### src/rtl/scl180_sparecell_pkg.sv
// Shared types, constants and the Galois step used by the spare-cell bank and its bench.
package scl180_sparecell_pkg;

    localparam int unsigned GALOIS_W = 16;

    localparam logic [GALOIS_W-1:0] LFSR_TAPS = 16'hB400;
    localparam logic [GALOIS_W-1:0] LFSR_SEED = 16'hACE1;

    typedef enum logic [2:0] {
        IDLE  = 3'd0,
        SEED  = 3'd1,
        RUN   = 3'd2,
        FLUSH = 3'd3,
        DONE  = 3'd4
    } state_t;

    // One right-shift Galois step; shared by the stimulus LFSR and the response MISR.
    function automatic logic [GALOIS_W-1:0] galois_step(input logic [GALOIS_W-1:0] x);
        return (x >> 1) ^ (x[0] ? LFSR_TAPS : {GALOIS_W{1'b0}});
    endfunction

endpackage

### src/rtl/scl180_sparecell_group.sv
// One ECO spare-cell group: nand2 -> nor2 (tied inputs) -> inv, a spare flop and a tie-lo.
module scl180_sparecell_group (
    input  logic clock,
    input  logic resetn,
    input  logic a,
    input  logic b,
    output logic c,
    output logic q,
    output logic LO
);

    (* dont_touch = "true" *) logic nand_out;
    (* dont_touch = "true" *) logic nor_out;

    // Spare gate chain; the nor with both inputs tied acts as an inverter.
    assign nand_out = ~(a & b);
    assign nor_out  = ~(nand_out | nand_out);
    assign c        = ~nor_out;

    // Spare flop capturing the chain output.
    always_ff @(posedge clock) begin
        if (!resetn) begin
            q <= 1'b0;
        end else begin
            q <= c;
        end
    end

    // Tie-lo cell.
    assign LO = 1'b0;

endmodule

### src/rtl/scl180_sparecell_bank.sv
// Bank of spare-cell groups with an LFSR-driven toggle self-test, golden checker and MISR.
module scl180_sparecell_bank
    import scl180_sparecell_pkg::*;
#(
    parameter int unsigned NUM_GROUPS  = 4,
    parameter int unsigned LFSR_W      = 16,
    parameter int unsigned TEST_CYCLES = 256
) (
`ifdef USE_POWER_PINS
    inout  wire                   VPWR,
    inout  wire                   VGND,
`endif
    input  logic                  clock,
    input  logic                  resetn,
    input  logic                  test_start,
    output logic                  test_busy,
    output logic                  test_done,
    output logic                  test_pass,
    output logic [NUM_GROUPS-1:0] fail_map,
    output logic [LFSR_W-1:0]     signature,
    output logic [NUM_GROUPS-1:0] LO
);

    localparam int unsigned CNT_W = 16;
    localparam logic [CNT_W-1:0] LAST_CNT = CNT_W'(TEST_CYCLES - 1);

    // Reject parameter sets the fixed polynomial and stimulus mapping cannot support.
    if (LFSR_W != GALOIS_W) begin : g_bad_width
        $error("scl180_sparecell_bank: LFSR_W must be 16");
    end
    if ((NUM_GROUPS == 0) || (2 * NUM_GROUPS > LFSR_W)) begin : g_bad_groups
        $error("scl180_sparecell_bank: NUM_GROUPS must be 1..LFSR_W/2");
    end
    if (TEST_CYCLES == 0) begin : g_bad_cycles
        $error("scl180_sparecell_bank: TEST_CYCLES must be >= 1");
    end

    state_t                state;
    state_t                state_nxt;
    logic                  busy_d;
    logic                  done_d;
    logic                  pass_d;
    logic                  active_c;
    logic                  compare_c;
    logic [LFSR_W-1:0]     lfsr;
    logic [LFSR_W-1:0]     misr;
    logic [CNT_W-1:0]      cnt;
    logic [NUM_GROUPS-1:0] a_vec;
    logic [NUM_GROUPS-1:0] b_vec;
    logic [NUM_GROUPS-1:0] c_vec;
    logic [NUM_GROUPS-1:0] q_vec;
    logic [NUM_GROUPS-1:0] exp_c;
    logic [NUM_GROUPS-1:0] q_exp;

    // State register.
    always_ff @(posedge clock) begin
        if (!resetn) begin
            state <= IDLE;
        end else begin
            state <= state_nxt;
        end
    end

    // Next-state and output decode.
    always_comb begin
        state_nxt = state;
        busy_d    = 1'b0;
        done_d    = 1'b0;
        pass_d    = 1'b0;
        active_c  = 1'b0;
        compare_c = 1'b0;
        case (state)
            IDLE: begin
                if (test_start) state_nxt = SEED;
            end
            SEED: begin
                busy_d    = 1'b1;
                state_nxt = RUN;
            end
            RUN: begin
                busy_d    = 1'b1;
                active_c  = 1'b1;
                compare_c = (cnt != '0);
                if (cnt == LAST_CNT) state_nxt = FLUSH;
            end
            FLUSH: begin
                busy_d    = 1'b1;
                active_c  = 1'b1;
                compare_c = 1'b1;
                state_nxt = DONE;
            end
            DONE: begin
                done_d = 1'b1;
                pass_d = (fail_map == '0);
                if (test_start) state_nxt = SEED;
            end
            default: state_nxt = IDLE;
        endcase
    end

    // Group stimulus from the LFSR while testing, static zeros otherwise; golden chain output.
    always_comb begin
        a_vec = '0;
        b_vec = '0;
        if (active_c) begin
            for (int g = 0; g < int'(NUM_GROUPS); g++) begin
                a_vec[g] = lfsr[2*g];
                b_vec[g] = lfsr[2*g+1];
            end
        end
        exp_c = ~(a_vec & b_vec);
    end

    // LFSR, cycle counter, checker, MISR and registered status outputs.
    always_ff @(posedge clock) begin
        if (!resetn) begin
            lfsr      <= '0;
            misr      <= '0;
            cnt       <= '0;
            q_exp     <= '0;
            fail_map  <= '0;
            test_busy <= 1'b0;
            test_done <= 1'b0;
            test_pass <= 1'b0;
        end else begin
            q_exp     <= exp_c;
            test_busy <= busy_d;
            test_done <= done_d;
            test_pass <= pass_d;
            if (state == SEED) begin
                lfsr     <= LFSR_SEED;
                misr     <= '0;
                cnt      <= '0;
                fail_map <= '0;
            end
            if (state == RUN) begin
                lfsr <= galois_step(lfsr);
                cnt  <= cnt + CNT_W'(1);
            end
            if (compare_c) begin
                fail_map <= fail_map | (q_vec ^ q_exp) | (c_vec ^ exp_c);
                misr     <= galois_step(misr) ^ LFSR_W'(q_vec);
            end
        end
    end

    assign signature = misr;

    // Spare-cell groups.
    for (genvar g = 0; g < int'(NUM_GROUPS); g++) begin : gen_group
        scl180_sparecell_group u_group (
            .clock  (clock),
            .resetn (resetn),
            .a      (a_vec[g]),
            .b      (b_vec[g]),
            .c      (c_vec[g]),
            .q      (q_vec[g]),
            .LO     (LO[g])
        );
    end

endmodule

### config.mk
export PLATFORM = sky130hd
export DESIGN_NAME = scl180_sparecell_bank
export DESIGN_NICKNAME = d
export VERILOG_FILES = /design/src/rtl/scl180_sparecell_pkg.sv /design/src/rtl/scl180_sparecell_group.sv /design/src/rtl/scl180_sparecell_bank.sv
export SDC_FILE = /design/constraint.sdc
export NUM_CORES = 1
export LEC_CHECK = 0
export BUFFER_PORTS_ARGS = -buffer_cell sky130_fd_sc_hd__buf_2
export CORE_MARGIN = 4
export CORE_UTILIZATION = 55
export CTS_CLUSTER_DIAMETER = 80
export DETAILED_ROUTE_END_ITERATION = 8
export PLACE_DENSITY = 0.76
export SLEW_MARGIN = 20
export SYNTH_ARGS = -nofsm -noshare
export SYNTH_HDL_FRONTEND = slang
export SYNTH_SLANG_ARGS = --single-unit
### constraint.sdc
create_clock -name clock -period 2 [get_ports clock]
set_clock_uncertainty 0.15 [all_clocks]
set_input_delay 0.2 -clock clock [delete_from_list [all_inputs] [get_ports clock]]
set_output_delay 0.2 -clock clock [all_outputs]
set_load 0.01 [all_outputs]
======== Yosys cells after proc, flatten, opt, wreduce, memory -nomap -nowiden ========
Index checks and enable logic that the tools add are counted.
operators by class
  reduce and logical (&&, ||, !) cells .... 10
  multiplexer cells ....................... 18
  $add $sub $neg .......................... 1
  eq/ne operators ......................... 7
  bitwise gates (word level) .............. 17
operator list
  operator               count
  $mux 16                7
  $xor 15x16->16         2
  $add 16x1->16 const B  1
  $eq 16x8->1 const B    1
  $mux 4                 4
  $reduce_bool 16->1     1
  $xor 16x4->16          1
  $pmux 3 s4             1
  $or 4x4->4             2
  $xor 4x4->4            2
  $eq 3x2->1 const B     2
  $mux 3                 2
  $and 1x1->1            4
  $and 4x4->4            1
  $logic_not 4->1        1
  $not 1->1              4
  $not 4->4              1
  $reduce_and 2->1       2
  $reduce_bool 2->1      2
  $reduce_or 2->1        2
  $eq 3x1->1 const B     1
  $eq 3x3->1 const B     1
  $logic_not 3->1        1
  $mux 1                 3
  other kinds (4)        4
word-level totals
  bits in registers ....................... 66
  word-level logic and storage cells ...... 66
  output and inout port bits .............. 27
  input bits .............................. 3

======== Logic depth before layout (Yosys ltp) ========
  word-level depth ........................ 9
  mapped depth ............................ 7
  depth with buffers taken out ............ 6

======== By module ========
A second synthesis with hierarchy kept.
second synthesis, totals
  cells, all modules ...................... 329
  area total of the unflattened synthesis .. 2,932.8 um^2
by module, submodules not included
  module                  sequential area each (um^2)  cells each  area an instance (um^2)  times used
  scl180_sparecell_bank   1,241.2                      309         2,762.6                  1
  scl180_sparecell_group  20.0                         5           42.5                     4

======== Least setup slack after synthesis ========
OpenSTA, ideal clock, no wires.
  path kind ............................... register to register
  start point ............................. register state[0]
  end point ............................... register cnt[11]
  stages on the path, launching flop included .. 6
  buffers on the path ..................... 1
  path slack .............................. 0.252 ns
  arrival ................................. 1.533 ns
  required time ........................... 1.785 ns
  cells stage by stage .................... dfxtp_1 buf_4 or3b_4 and4bb_2 mux2_2 nor2_1
on the way
  longest elaborated chain between the ends .. 2
ends and longest elaborated chain
  element                                       RTL line                                                    text
  from (decl)                                   scl180_sparecell_bank.sv:38                                 state_t state;
  from (signal assigned)                        scl180_sparecell_bank.sv:60                                 state <= state_nxt;
  $eq 3x2->1 or $eq 3x1->1 (tied branches)      scl180_sparecell_bank.sv:136, scl180_sparecell_bank.sv:130
  $mux 16 or $reduce_bool 2->1 (tied branches)  n/a
  to (signal assigned)                          scl180_sparecell_bank.sv:138                                cnt <= cnt + CNT_W'(1);
  to (decl)                                     scl180_sparecell_bank.sv:47                                 logic [CNT_W-1:0] cnt;
Parallel ways exist; a longest one is shown, timed or not.
A chain may end at the register's enable or synchronous reset.

======== Final worst setup path ========
  start point ............................. register state[1]
  end point ............................... register cnt[11]
Same word-level chain as after synthesis.

==> impl_metrics.py <==
metrics = {
    "timing": {
        "fmax_ghz": 0.523,
        "worst_pin_slew_ns": 0.977,
        "hold_viol_final": 0,
        "relSlewSlack_pct": 34.5,
        "post-route-period-util_pct": 95.5,
        "maxSlewViolCount": 0,
        "tns_ns": 0,
        "rsz0062_at_grt": "no",
        "min_period_ns": 1.91,
        "setup_viol": 0,
    },
    "route": {
        "num_vias": 2134,
        "drt-total-wl_mm": 5.16,
        "routedWlPerCell_um": 14.0,
        "final_antenna_net_count": 0,
        "detail_route.iter0.violations": 119,
        "first_pass_iters": 4,
        "viasPerCell": 5.78,
        "drcViolationCount": 0,
    },
    "floorplan": {
        "std_cell_rows": 24,
        "io_pins": 30,
        "initial_core_util_pct": 57.8,
        "dieArea_um2": 5830,
        "die_height_um": 76.4,
        "core_um2": 4440,
        "die_x_um": 76.4,
    },
    "cells_and_area": {
        "fin_nets": 317,
        "post-route-util_pct": 65.4,
        "area_growth_pct": 13.0,
        "layout-drive-gt1-share_pct": 17.4,
        "antenna_cells": 0,
        "fillerInstances": 368,
    },
    "global_routing": {
        "met1_usage_pct": 25.0,
        "met2_usage_pct": 28.9,
        "grt_util_all_layers_pct": 19.1,
        "antenna_found_initial": 0,
        "grt_max_degree": 48,
        "gr-usage-met3_pct": 4.61,
        "overflow": 0,
        "grt_pass1_vias": 1925,
        "grt_pass1_wl_mm": 8.98,
        "grt_most_used_layer": "met2",
    },
    "critical_path": {
        "worstPathMaxFanout": 11,
        "critical_path_class": "register to register",
        "cp_data_arrival_time_ns": 2.00,
        "cp-start-kind": "register",
        "cp-end-kind": "register",
        "worstPathRequired_ns": 2.09,
    },
    "cts": {
        "clk_path_buf_depth": 2,
        "cts-root-buf": "clkbuf_8",
        "cts_buffers": 9,
        "cts_tree": "yes",
        "htreeDepth": 3,
        "clk_latency_ns": 0.33,
        "cts_sinks": 62,
        "path_clk_slew_ns": 0.07,
    },
    "synthesis": {
        "synth_edf_count": 0,
        "yosysTopAreaCell": "dfxtp_1",
        "synth_area_um2": 2570,
        "synth_commonest_cells": "62 x dfxtp_1, 40 x nand3_1, 28 x nor2_1, 19 x o21ai_0, 14 x clkbuf_1",
        "synthArstFlopShare_pct": 0,
        "ys_warn_count": 0,
        "synthFlopType": "dfxtp_1",
        "synth_top_area_share_pct": 48.3,
        "yosys-top-cells-area": "dfxtp_1 48%, nand3_1 7.8%, nor2_1 4.1%",
        "synthesis.instances": 290,
        "yosysSeqAreaShare_pct": 48.3,
        "ys_types": 46,
        "yosysMostFrequentCell": "dfxtp_1",
        "postSynthAreaPerCell_um2": 8.86,
        "ys_seq_elements": 62,
    },
    "hold_path": {
        "hold_path_class": "input pin to register",
    },
    "power": {
        "power_leakage_nw": 1.22,
        "power.density_nw_per_um2": 850,
        "peakVddDrop_v": 0.000516,
    },
    "run": {
        "drv_cap": 0,
    },
    "placed_design": {
        "place.gp.congestion": 0.878,
        "io_buffers": 25,
        "dp_hpwl_mm": 3.29,
    },
    "outcome": {
        "status": "completed",
    },
}
## report_power, final
part	switching [mW]	internal [mW]	total, mW	leakage (nW)
sequential	0.0341	1.28	1.31	0.503
clock	0.450	0.477	0.927	0.0861
combinational	0.146	0.0867	0.233	0.627
## critical path, cell delays in order, from the launching register on
cell and delay [ns]:
dfxtp_1 0.43, or3b_4 0.48, and4bb_2 0.35, mux2_2 0.33, nor2_1 0.08
## area by class of cell
class,instances,area [um2],area share (%)
sequential,62,1240,42.7
multi-input combinational,202,1210,41.7
timing repair buffer,34,208,7.15
clock buffer,12,145,5.00
tap,52,65.1,2.24
clock inverter,4,22.5,0.775
inverter,3,11.3,0.388
## stage by stage
stage	worst slack [ns]	cell area (um2)	hold WS [ns]	std cells	power (mW)
after floorplan	0.252	2580	0.204	293	1.51
after global placement	0.164	2730	0.316	352	1.56
after detailed placement	0.126	2730	0.308	352	1.57
after CTS	0.102	2910	0.304	369	2.49
after global routing	0.00439	2910	0.339	369	2.59
final	0.0893	2910	0.310	369	2.47
## final timing paths
check / endpoint / depth (start not counted) / slack [ns] / start
min: signature[13] / 4 / 0.31 / resetn
max: cnt[11] / 4 / 0.09 / state[1]
min reg2reg: q_exp[1] / 1 / 0.33 / lfsr[2]
max reg2reg: cnt[11] / 4 / 0.09 / state[1]
## placed cells by master (no fill, tap or decap), drive strengths merged, types with 3 or more instances in the layout
cell,count
nand2b,6
conb,4
a31oi,5
clkinv,4
xor2,10
dfxtp,62
a21oi,7
o22ai,8
a22oi,9
nand4,5
nand3,40
clkbuf,12
nor2,28
nor3,4
and3,6
buf,33
and2,4
o21ai,19
mux2i,4
nor4,3
or4,3
nand2,11
## layer usage
metal,part of all wire (%),vias up
met2,45,44
met3,4.1,9
met1,48,999
met5,0,-
met4,2.0,0
li1,-,1082
## cell families after synthesis
| family | synth area share (%) |
|---|---|
| compound gates | 13.9 |
| other cells | 0.146 |
| buf+inv | 5.26 |
| xor+xnor | 3.75 |
| mux | 2.43 |
| fa+ha+maj | 0.974 |
| simple gates | 25.2 |
| flops | 48.3 |
## registers in the layout, indices dropped and copies added (netlist names)
name       flops
cnt           16
lfsr          16
signature     16
fail_map       4
q_exp          4
state          3
test_busy      1
test_done      1
test_pass      1
## timing repair
item                                   4_1_cts  5_1_grt
hold buffers                                 1        0
setup buffers                                0        0
endpoints found under the hold margin        1        0
resized for setup                            0        0
(Power assumes the default switching activity.)
